**src/rtl/alu_ctrl_pkg.sv**
```systemverilog
// Shared types for the EX-stage ALU control and the multiply/divide sequencer.
// Build option: ALU_CTRL_MDU_INTERLOCK_EN enables the HI/LO dependency stall.
package alu_ctrl_pkg;

  typedef enum logic [1:0] {
    ALU_OP_ADD   = 2'b00,
    ALU_OP_SUB   = 2'b01,
    ALU_OP_FUNCT = 2'b10,
    ALU_OP_OR    = 2'b11
  } alu_op_e;

  typedef enum logic [4:0] {
    ALU_AND  = 5'b00000,
    ALU_OR   = 5'b00001,
    ALU_ADD  = 5'b00010,
    ALU_XOR  = 5'b00011,
    ALU_ADDU = 5'b00100,
    ALU_SUBU = 5'b00101,
    ALU_SUB  = 5'b00110,
    ALU_SLT  = 5'b00111,
    ALU_SLTU = 5'b01000,
    ALU_SLL  = 5'b01001,
    ALU_SRL  = 5'b01010,
    ALU_SRA  = 5'b01011,
    ALU_NOR  = 5'b01100
  } alu_ctrl_e;

  localparam logic [5:0] F_SLL   = 6'h00;
  localparam logic [5:0] F_SRL   = 6'h02;
  localparam logic [5:0] F_SRA   = 6'h03;
  localparam logic [5:0] F_MFHI  = 6'h10;
  localparam logic [5:0] F_MTHI  = 6'h11;
  localparam logic [5:0] F_MFLO  = 6'h12;
  localparam logic [5:0] F_MTLO  = 6'h13;
  localparam logic [5:0] F_MULT  = 6'h18;
  localparam logic [5:0] F_MULTU = 6'h19;
  localparam logic [5:0] F_DIV   = 6'h1A;
  localparam logic [5:0] F_DIVU  = 6'h1B;
  localparam logic [5:0] F_ADD   = 6'h20;
  localparam logic [5:0] F_ADDU  = 6'h21;
  localparam logic [5:0] F_SUB   = 6'h22;
  localparam logic [5:0] F_SUBU  = 6'h23;
  localparam logic [5:0] F_AND   = 6'h24;
  localparam logic [5:0] F_OR    = 6'h25;
  localparam logic [5:0] F_XOR   = 6'h26;
  localparam logic [5:0] F_NOR   = 6'h27;
  localparam logic [5:0] F_SLT   = 6'h2A;
  localparam logic [5:0] F_SLTU  = 6'h2B;

  typedef enum logic [1:0] {
    MDU_MULT  = 2'b00,
    MDU_MULTU = 2'b01,
    MDU_DIV   = 2'b10,
    MDU_DIVU  = 2'b11
  } mdu_op_e;

  typedef enum logic [1:0] {
    MDU_IDLE = 2'b00,
    MDU_BUSY = 2'b01,
    MDU_WB   = 2'b10
  } mdu_state_e;

  function automatic logic is_mdu_op(input logic [5:0] f);
    return f inside {F_MULT, F_MULTU, F_DIV, F_DIVU};
  endfunction

  function automatic logic is_hilo_dep(input logic [5:0] f);
    return is_mdu_op(f) || (f inside {F_MFHI, F_MTHI, F_MFLO, F_MTLO});
  endfunction

endpackage

```
**src/rtl/mdu_sequencer.sv**
```systemverilog
// Multiply/divide latency sequencer: tracks one in-flight HI/LO producer and
// pulses the HI/LO write in its final cycle.
module mdu_sequencer
  import alu_ctrl_pkg::*;
#(
  parameter int unsigned MUL_LAT = 4,
  parameter int unsigned DIV_LAT = 32,
  parameter int unsigned CNT_W   = 8
) (
  input  logic       clk,
  input  logic       rst_n,
  input  logic       req_i,
  input  logic [1:0] op_i,
  output logic       start_o,
  output logic [1:0] op_o,
  output logic       busy_o,
  output logic       hilo_we_o
);

  localparam logic [CNT_W-1:0] MUL_CNT = CNT_W'(MUL_LAT - 1);
  localparam logic [CNT_W-1:0] DIV_CNT = CNT_W'(DIV_LAT - 1);
  localparam logic [CNT_W-1:0] CNT_ONE = CNT_W'(1);

  mdu_state_e       state_q, state_d;
  logic [CNT_W-1:0] cnt_q, cnt_d;
  logic [1:0]       op_q, op_d;
  logic             hilo_we_q, hilo_we_d;
  logic             start;

  always_ff @(posedge clk or negedge rst_n) begin
    if (!rst_n) begin
      state_q   <= MDU_IDLE;
      cnt_q     <= '0;
      op_q      <= 2'b00;
      hilo_we_q <= 1'b0;
    end else begin
      state_q   <= state_d;
      cnt_q     <= cnt_d;
      op_q      <= op_d;
      hilo_we_q <= hilo_we_d;
    end
  end

  always_comb begin
    state_d = state_q;
    cnt_d   = cnt_q;
    op_d    = op_q;
    case (state_q)
      MDU_IDLE: begin
        if (start) begin
          state_d = MDU_BUSY;
          // op bit 1 distinguishes the divide pair from the multiply pair
          cnt_d   = op_i[1] ? DIV_CNT : MUL_CNT;
          op_d    = op_i;
        end
      end
      MDU_BUSY: begin
        if (cnt_q == CNT_ONE) begin
          state_d = MDU_WB;
        end else begin
          cnt_d = cnt_q - CNT_ONE;
        end
      end
      MDU_WB:  state_d = MDU_IDLE;
      default: state_d = MDU_IDLE;
    endcase
    hilo_we_d = (state_d == MDU_WB);
  end

  always_comb begin
    start     = req_i && (state_q == MDU_IDLE);
    start_o   = start;
    busy_o    = (state_q != MDU_IDLE);
    op_o      = op_q;
    hilo_we_o = hilo_we_q;
  end

endmodule

```
**src/rtl/alu_control_mdu.sv**
```systemverilog
// EX-stage ALU control decode with multiply/divide sequencing and HI/LO interlock.
// Build option: ALU_CTRL_MDU_INTERLOCK_EN enables stall_o; otherwise it is tied 0.
module alu_control_mdu
  import alu_ctrl_pkg::*;
#(
  parameter int unsigned MUL_LAT = 4,
  parameter int unsigned DIV_LAT = 32,
  parameter int unsigned CNT_W   = 8
) (
  input  logic       clk,
  input  logic       rst_n,
  input  logic       valid_i,
  input  logic       flush_i,
  input  logic [1:0] alu_op_i,
  input  logic [5:0] funct_i,
  output logic [4:0] alu_ctrl_o,
  output logic       illegal_o,
  output logic       mdu_start_o,
  output logic [1:0] mdu_op_o,
  output logic       mdu_busy_o,
  output logic       hilo_we_o,
  output logic       stall_o
);

  alu_ctrl_e ctrl_dec;
  logic      undecoded;
  logic      live;
  logic      mdu_req;

  always_comb begin
    ctrl_dec  = ALU_ADD;
    undecoded = 1'b0;
    case (alu_op_i)
      ALU_OP_ADD: ctrl_dec = ALU_ADD;
      ALU_OP_SUB: ctrl_dec = ALU_SUB;
      ALU_OP_OR:  ctrl_dec = ALU_OR;
      default: begin
        case (funct_i)
          F_ADD:  ctrl_dec = ALU_ADD;
          F_ADDU: ctrl_dec = ALU_ADDU;
          F_SUB:  ctrl_dec = ALU_SUB;
          F_SUBU: ctrl_dec = ALU_SUBU;
          F_AND:  ctrl_dec = ALU_AND;
          F_OR:   ctrl_dec = ALU_OR;
          F_XOR:  ctrl_dec = ALU_XOR;
          F_NOR:  ctrl_dec = ALU_NOR;
          F_SLT:  ctrl_dec = ALU_SLT;
          F_SLTU: ctrl_dec = ALU_SLTU;
          F_SLL:  ctrl_dec = ALU_SLL;
          F_SRL:  ctrl_dec = ALU_SRL;
          F_SRA:  ctrl_dec = ALU_SRA;
          // HI/LO movers and MDU ops do not consume the ALU result
          F_MFHI, F_MTHI, F_MFLO, F_MTLO,
          F_MULT, F_MULTU, F_DIV, F_DIVU: ctrl_dec = ALU_ADD;
          default: begin
            ctrl_dec  = ALU_AND;
            undecoded = 1'b1;
          end
        endcase
      end
    endcase
  end

  always_comb begin
    alu_ctrl_o = ctrl_dec;
    illegal_o  = valid_i && undecoded;
    live       = valid_i && !flush_i && (alu_op_i == ALU_OP_FUNCT);
    mdu_req    = live && is_mdu_op(funct_i);
  end

  mdu_sequencer #(
    .MUL_LAT (MUL_LAT),
    .DIV_LAT (DIV_LAT),
    .CNT_W   (CNT_W)
  ) u_seq (
    .clk       (clk),
    .rst_n     (rst_n),
    .req_i     (mdu_req),
    .op_i      (funct_i[1:0]),
    .start_o   (mdu_start_o),
    .op_o      (mdu_op_o),
    .busy_o    (mdu_busy_o),
    .hilo_we_o (hilo_we_o)
  );

`ifdef ALU_CTRL_MDU_INTERLOCK_EN
  assign stall_o = live && is_hilo_dep(funct_i) && mdu_busy_o;
`else
  assign stall_o = 1'b0;
`endif

endmodule
```
**config.mk**
```make
export PLATFORM = sky130hd
export DESIGN_NAME = alu_control_mdu
export DESIGN_NICKNAME = d
export VERILOG_FILES = /design/src/rtl/alu_ctrl_pkg.sv /design/src/rtl/mdu_sequencer.sv /design/src/rtl/alu_control_mdu.sv
export SDC_FILE = /design/constraint.sdc
export NUM_CORES = 1
export LEC_CHECK = 0
export ABC_AREA = 1
export ABC_CLOCK_PERIOD_IN_PS = 1500
export CAP_MARGIN = 5
export CORE_UTILIZATION = 45
export CTS_CLUSTER_DIAMETER = 80
export CTS_CLUSTER_SIZE = 8
export DETAILED_ROUTE_END_ITERATION = 8
export GPL_TIMING_DRIVEN = 0
export PLACE_DENSITY_LB_ADDON = 0.12
export RECOVER_POWER = 25
export SLEW_MARGIN = 20
export SYNTH_ARGS = -nofsm -noshare
export SYNTH_HDL_FRONTEND = slang
export SYNTH_HIERARCHICAL = 1
export SYNTH_SLANG_ARGS = --single-unit
```
**constraint.sdc**
```tcl
create_clock -name clk -period 1.5 [get_ports clk]
set_input_delay 0.15 -clock clk [delete_from_list [all_inputs] [get_ports clk]]
set_output_delay 0.15 -clock clk [all_outputs]
set_load 0.005 [all_outputs]
```
==> results of run 1 <==
[cells in the final DEF, fill, tap and decap left out, drive strengths merged]
cell	netlist	routed
nand2	56	56
inv	31	31
nor2	26	26
nand3	22	22
buf	2	22
dfrtp	13	13
o21ai	9	9
clkdlybuf4s50	0	6
dlygate4sd2	0	5
clkbuf	0	5
nand4	4	4
conb	1	2
ha	2	2
a21oi	2	2
nand3b	1	1
o21a	1	1
nor4	1	1
o211ai	1	1
nor3	1	1
dlygate4sd3	0	1
nor3b	1	1
[what timing repair did]
item / in CTS / in global routing
hold buffers: 0 / 0
resized for setup: 58 / 19
pin swaps: 8 / 10
setup buffers: 10 / 3
gates cloned: 0 / 0
endpoints found under the setup margin: 16 / 14
[power groups by stage]
stage / clock (W) / combinational, W / sequential (W)
4_1_cts: 0.000230 / 0.000203 / 0.000365
3_3_place_gp: 0 / 0.000181 / 0.000371
5_1_grt: 0.000247 / 0.000234 / 0.000366
2_1_floorplan: 0 / 0.000105 / 0.000371
3_5_place_dp: 0 / 0.000184 / 0.000372
6_report: 0.000222 / 0.000212 / 0.000365
[flip-flops by register name, indices dropped and copies added, names as in the netlist]
signal and flops:
u_seq/cnt_q 8, u_seq/op_o 2, u_seq/hilo_we_o 1, u_seq/state_q 2
[stage by stage]
step           cells  TNS [ns]
2_1_floorplan    175         0
3_3_place_gp     224    -7.133
4_1_cts          238  -0.05694
5_1_grt          240         0
6_report         240         0
3_5_place_dp     224    -7.796
[worst max-delay path, cell delays in order]
cell and delay [ns]:
clkdlybuf4s50_1 0.47, inv_2 0.05, nor4_4 0.29, nand3_4 0.13
inv_2 0.07, buf_2 0.10
[logic make-up after synthesis]
group	synth area share, %
compound gates	6.209
fa+ha+maj	2.217
buf+inv	11.64
flops	28.82
other cells	0.3323
simple gates	50.78
[final timing paths]
check / endpoint / depth (start not counted) / from / slack, ns
hold / removal: u_seq/op_o[0] / 3 / funct_i[0] / 0.12
max in group asynchronous: u_seq/state_q[1] / 1 / rst_n / 0.75
min in group asynchronous: u_seq/cnt_q[7] / 1 / rst_n / 0.31
setup reg to reg: u_seq/cnt_q[2] / 8 / u_seq/cnt_q[1] / 0.13
setup / recovery: mdu_start_o / 6 / valid_i / 0.08
hold reg to reg: u_seq/op_o[1] / 2 / u_seq/op_o[1] / 0.49
[per-layer routing]
layer	vias to the layer above	wire, microns
met2	48	1364
li1	618	-
met1	544	1332
met4	0	55
met3	11	196
met5	-	0
[cell type report]
type	count	area, sq um
multi-input combinational	129	775.7
fill	217	747.0
sequential	13	326.6
timing repair buffer	33	255.2
inverter	31	116.4
tap	28	35.03
clock buffer	4	26.28
buffer	2	15.01
==> results.yml, run 1 <==
floorplanning:
  core-area_sq_um: 2297
  start_util_pct: 49.13
  die_h_microns: 52.08
  io_pins: 24
  die_w_microns: 52.08
  rows: 17
  die_area_sq_um: 2712
pwr:
  vdd_drop_max_mv: 0.4658
  swShare_pct: 31.63
  clock_power_share_pct: 27.8
  power_frac_seq_pct: 45.7
  internal_power_w: 0.0005457
  power_w: 0.0007981
  power_frac_comb_pct: 26.5
  cellLeakagePower_nw: 0.8553
  power_per_cell_area_nw_per_um2: 514.8
  switching_power_w: 0.0002524
sta:
  fin_crit_sh_pct: 94.49
  grt_setup_unrepaired: "no"
  period_needed_ns: 1.417
  slew_headroom_pct: 58.82
  clock_skew_ns: 0.001219
  timing.hold.ws_ns: 0.1203
  maxSlewViolCount: 0
  finalSetupViolCount: 0
  max_freq_mhz: 705.5
  setup_ws_ns: 0.08262
  finalHoldViolCount: 0
  worstMarginPinSlew_ns: 0.6156
yosys:
  netlist_top_cells_count: "nand2_1, inv_1, nand3_1, nor2_1, dfrtp_1"
  yosys_warnings: 6
  synthMostInstantiatedCell: "nand2_1"
  synth_edf_count: 0
  synth_top_cell_area_share_pct: 28.82
  yosysTopAreaCell: "dfrtp_1"
  synth_top_cells_by_area: "dfrtp_1, nand2_1, nand3_1, inv_1, nor2_1"
  ys_seq_area_share_pct: 28.82
  syn-cell-area_sq_um: 1129
  synth_cell_type_count: 26
  synth_seq_cells: 13
  avgSynthCellArea_sq_um: 6.486
  ys.flop_type: "dfrtp_1"
  async_flop_share_pct: 100.0
  syn_inst: 174
grt:
  grt_pass1_wl_microns: 4961
  grt_util_met1_pct: 33.27
  grt_use_met3_pct: 5.848
  busiest_layer: "met2"
  grt_util_met2_pct: 39.10
  grtUsageTotal_pct: 24.86
  grt_overflow: 0
  grt_max_degree: 14
  grt_pass1_vias: 1129
  antenna_found_initial: 0
layout:
  area_delta_synth_final_pct: 37.36
  drive_above_1_share_pct: 34.91
  n_antenna_cell: 0
  final_nets: 227
  utilization_pct: 67.48
  design_area_sq_um: 1550
worst_setup_path:
  required_ns: 1.35
  worst-setup-path-type: "primary input to output pin"
  worst_setup_path_end_kind: "output pin"
  cp_max_fo: 2
  crit_arrival_ns: 1.27
  startpoint_type: "primary input"
detailed_routing:
  via_count: 1221
  drt_pre_antenna_iters: 4
  drc: 0
  wl_per_cell_microns: 12.28
  drt_iter0_drc: 31
  wirelength_microns: 2948
  drtAntennaViolNets: 0
  via_per_inst: 5.088
cts:
  htree_levels: 1
  cts-root-buf: "clkbuf_4"
  clkSlewWorstSetupHoldPaths_ns: 0.08
  insertion_delay_ns: 0.28
  cts_tree: "yes"
  clockBufferDepth: 2
  cts_buffers: 3
  cts_sinks: 13
worst_hold_path:
  hold_class: "primary input to register"
placed_design:
  placed_cell_area_sq_um: 1378
  hpwl_microns: 1984
  port_buffers: 21
  dp_slack_ns: -0.8114
  gp_congestion: 0.9496
run_status:
  status: "completed"
run:
  max_cap_violations: 0
(Power assumes the default switching activity.)
==> run 2: changes to the inputs <==
- ABC_CLOCK_PERIOD_IN_PS: 1500 -> 1600
- clock period: 1.5 -> 1.6 ns (I/O delays scaled with it)
==> results.yml, run 2 (same netlist as run 1, synthesis figures left out) <==
placed_design:
  place_inst: 224
  placed_cell_area_sq_um: 1378
  dp_slack_ns: -0.7314
  gp_congestion: 0.9496
  hpwl_microns: 1984
  port_buffers: 21
worst_setup_path:
  startpoint_type: "register"
  cp_max_fo: 2
  crit_arrival_ns: 1.38
  worst_setup_path_end_kind: "output pin"
  required_ns: 1.44
  r2r_start: "u_seq/cnt_q[1]"
  worst-setup-path-type: "register to output pin"
  reg2reg_depth: 8
  cp-startpoint: "u_seq/state_q[1]"
worst_hold_path:
  hold_class: "primary input to register"
  holdPathStages: 3
  hold_start: "funct_i[0]"
floorplanning:
  rows: 17
  die_area_sq_um: 2712
  start_util_pct: 49.13
  die_h_microns: 52.08
  die_w_microns: 52.08
  core-area_sq_um: 2297
  io_pins: 24
pwr:
  power_frac_seq_pct: 46.2
  vdd_drop_max_mv: 0.4252
  internal_power_w: 0.0005105
  swShare_pct: 31.02
  power_frac_comb_pct: 26.6
  switching_power_w: 0.0002296
  cellLeakagePower_nw: 0.8369
  power_per_cell_area_nw_per_um2: 485.7
  clock_power_share_pct: 27.3
detailed_routing:
  drtAntennaViolNets: 0
  met2_length_microns: 1325
  drt_iter0_drc: 43
  via_per_inst: 5.131
  via_count: 1211
  drc: 0
  wirelength_microns: 2878
  drt_pre_antenna_iters: 4
  wl_met3_microns: 187
  top_layer: "met4"
  wl_met1_microns: 1330
  wl_per_cell_microns: 12.19
sta:
  setup_ws_ns: 0.06483
  grt_setup_unrepaired: "no"
  slew_headroom_pct: 59.10
  timing.hold.ws_ns: 0.1870
  fin_crit_sh_pct: 95.95
  finalHoldViolCount: 0
  max_freq_mhz: 651.4
  finalSetupViolCount: 0
  clock_skew_ns: 0.001685
  period_needed_ns: 1.535
  maxSlewViolCount: 0
  worstMarginPinSlew_ns: 0.6115
cts:
  clkSlewWorstSetupHoldPaths_ns: 0.08
  cts_sinks: 13
  cts_tree: "yes"
  insertion_delay_ns: 0.27
  htree_levels: 1
  clockBufferDepth: 2
  cts_buffers: 3
  cts-root-buf: "clkbuf_4"
grt:
  grt_pass1_wl_microns: 4816
  grtUsageTotal_pct: 24.07
  grt_pass1_vias: 1123
  grt_overflow: 0
  grt_max_degree: 14
  antenna_found_initial: 0
layout:
  final_cell_mix: "nand2_1, inv_1, nand3_1"
  top_register: "u_seq/cnt_q"
  drive_above_1_share_pct: 30.77
  area_delta_synth_final_pct: 35.03
  design_area_sq_um: 1524
  finalNonFillerCells: 236
  n_antenna_cell: 0
  largest_reg_flops: 8
  fill_cells: 213
  final_nets: 223
  final_common_cell: "nand2_1"
run:
  max_cap_violations: 0
run_status:
  status: "completed"
run 2: repair_timing:
action / in CTS / in global routing
gates resized for setup: 47 / 18
cloned: 0 / 0
hold buffers: 0 / 0
setup buffers: 8 / 0
setup endpoints to repair: 12 / 3
pin swaps: 7 / 4
run 2: final timing paths:
path / to / slack [ns]
worst min-delay path: u_seq/op_o[0] / 0.19
max in group asynchronous: u_seq/cnt_q[2] / 0.87
worst max register to register: u_seq/cnt_q[2] / 0.23
worst min register to register: u_seq/op_o[1] / 0.50
worst max-delay path: mdu_busy_o / 0.06
min in group asynchronous: u_seq/cnt_q[7] / 0.33
run 2: area by class of cell:
class	count	area [sq um]	share of cell area, %
Tap cell	28	35.03	2.299
Buffer	2	15.01	0.9852
Inverter	31	121.4	7.964
Multi-Input combinational cell	129	753.2	49.43
Timing Repair Buffer	29	247.7	16.26
Clock buffer	4	26.28	1.724
Sequential cell	13	325.3	21.35
run 2: metal layers:
layer,vias to the layer above,GRT usage [%]
met4,0,7.207
met1,544,31.84
met5,-,0
met2,55,38.03
li1,608,-
met3,4,6.140
run 2: metrics by stage:
step	TNS (ns)	total power, W	util (%)
2_1_floorplan	0	0.0004455	-
3_3_place_gp	-5.663	0.0005182	59.97
3_5_place_dp	-6.326	0.0005214	59.97
4_1_cts	0	0.0007433	65.74
5_1_grt	0	0.0007870	66.34
6_report	0	0.0007401	66.34
run 2: critical path, stage by stage (launching register included):
cell and delay [ns]:
dfrtp_1 0.46, inv_2 0.08, nand2_1 0.07, clkdlybuf4s50_1 0.50
run 2: power by group through the flow:
| stage | sequential [W] | combinational (W) | clock (W) |
|---|---|---|---|
| 2_1_floorplan | 0.000347 | 0.0000981 | 0 |
| 3_3_place_gp | 0.000348 | 0.000170 | 0 |
| 3_5_place_dp | 0.000348 | 0.000173 | 0 |
| 4_1_cts | 0.000342 | 0.000185 | 0.000216 |
| 5_1_grt | 0.000343 | 0.000216 | 0.000228 |
| 6_report | 0.000342 | 0.000197 | 0.000202 |
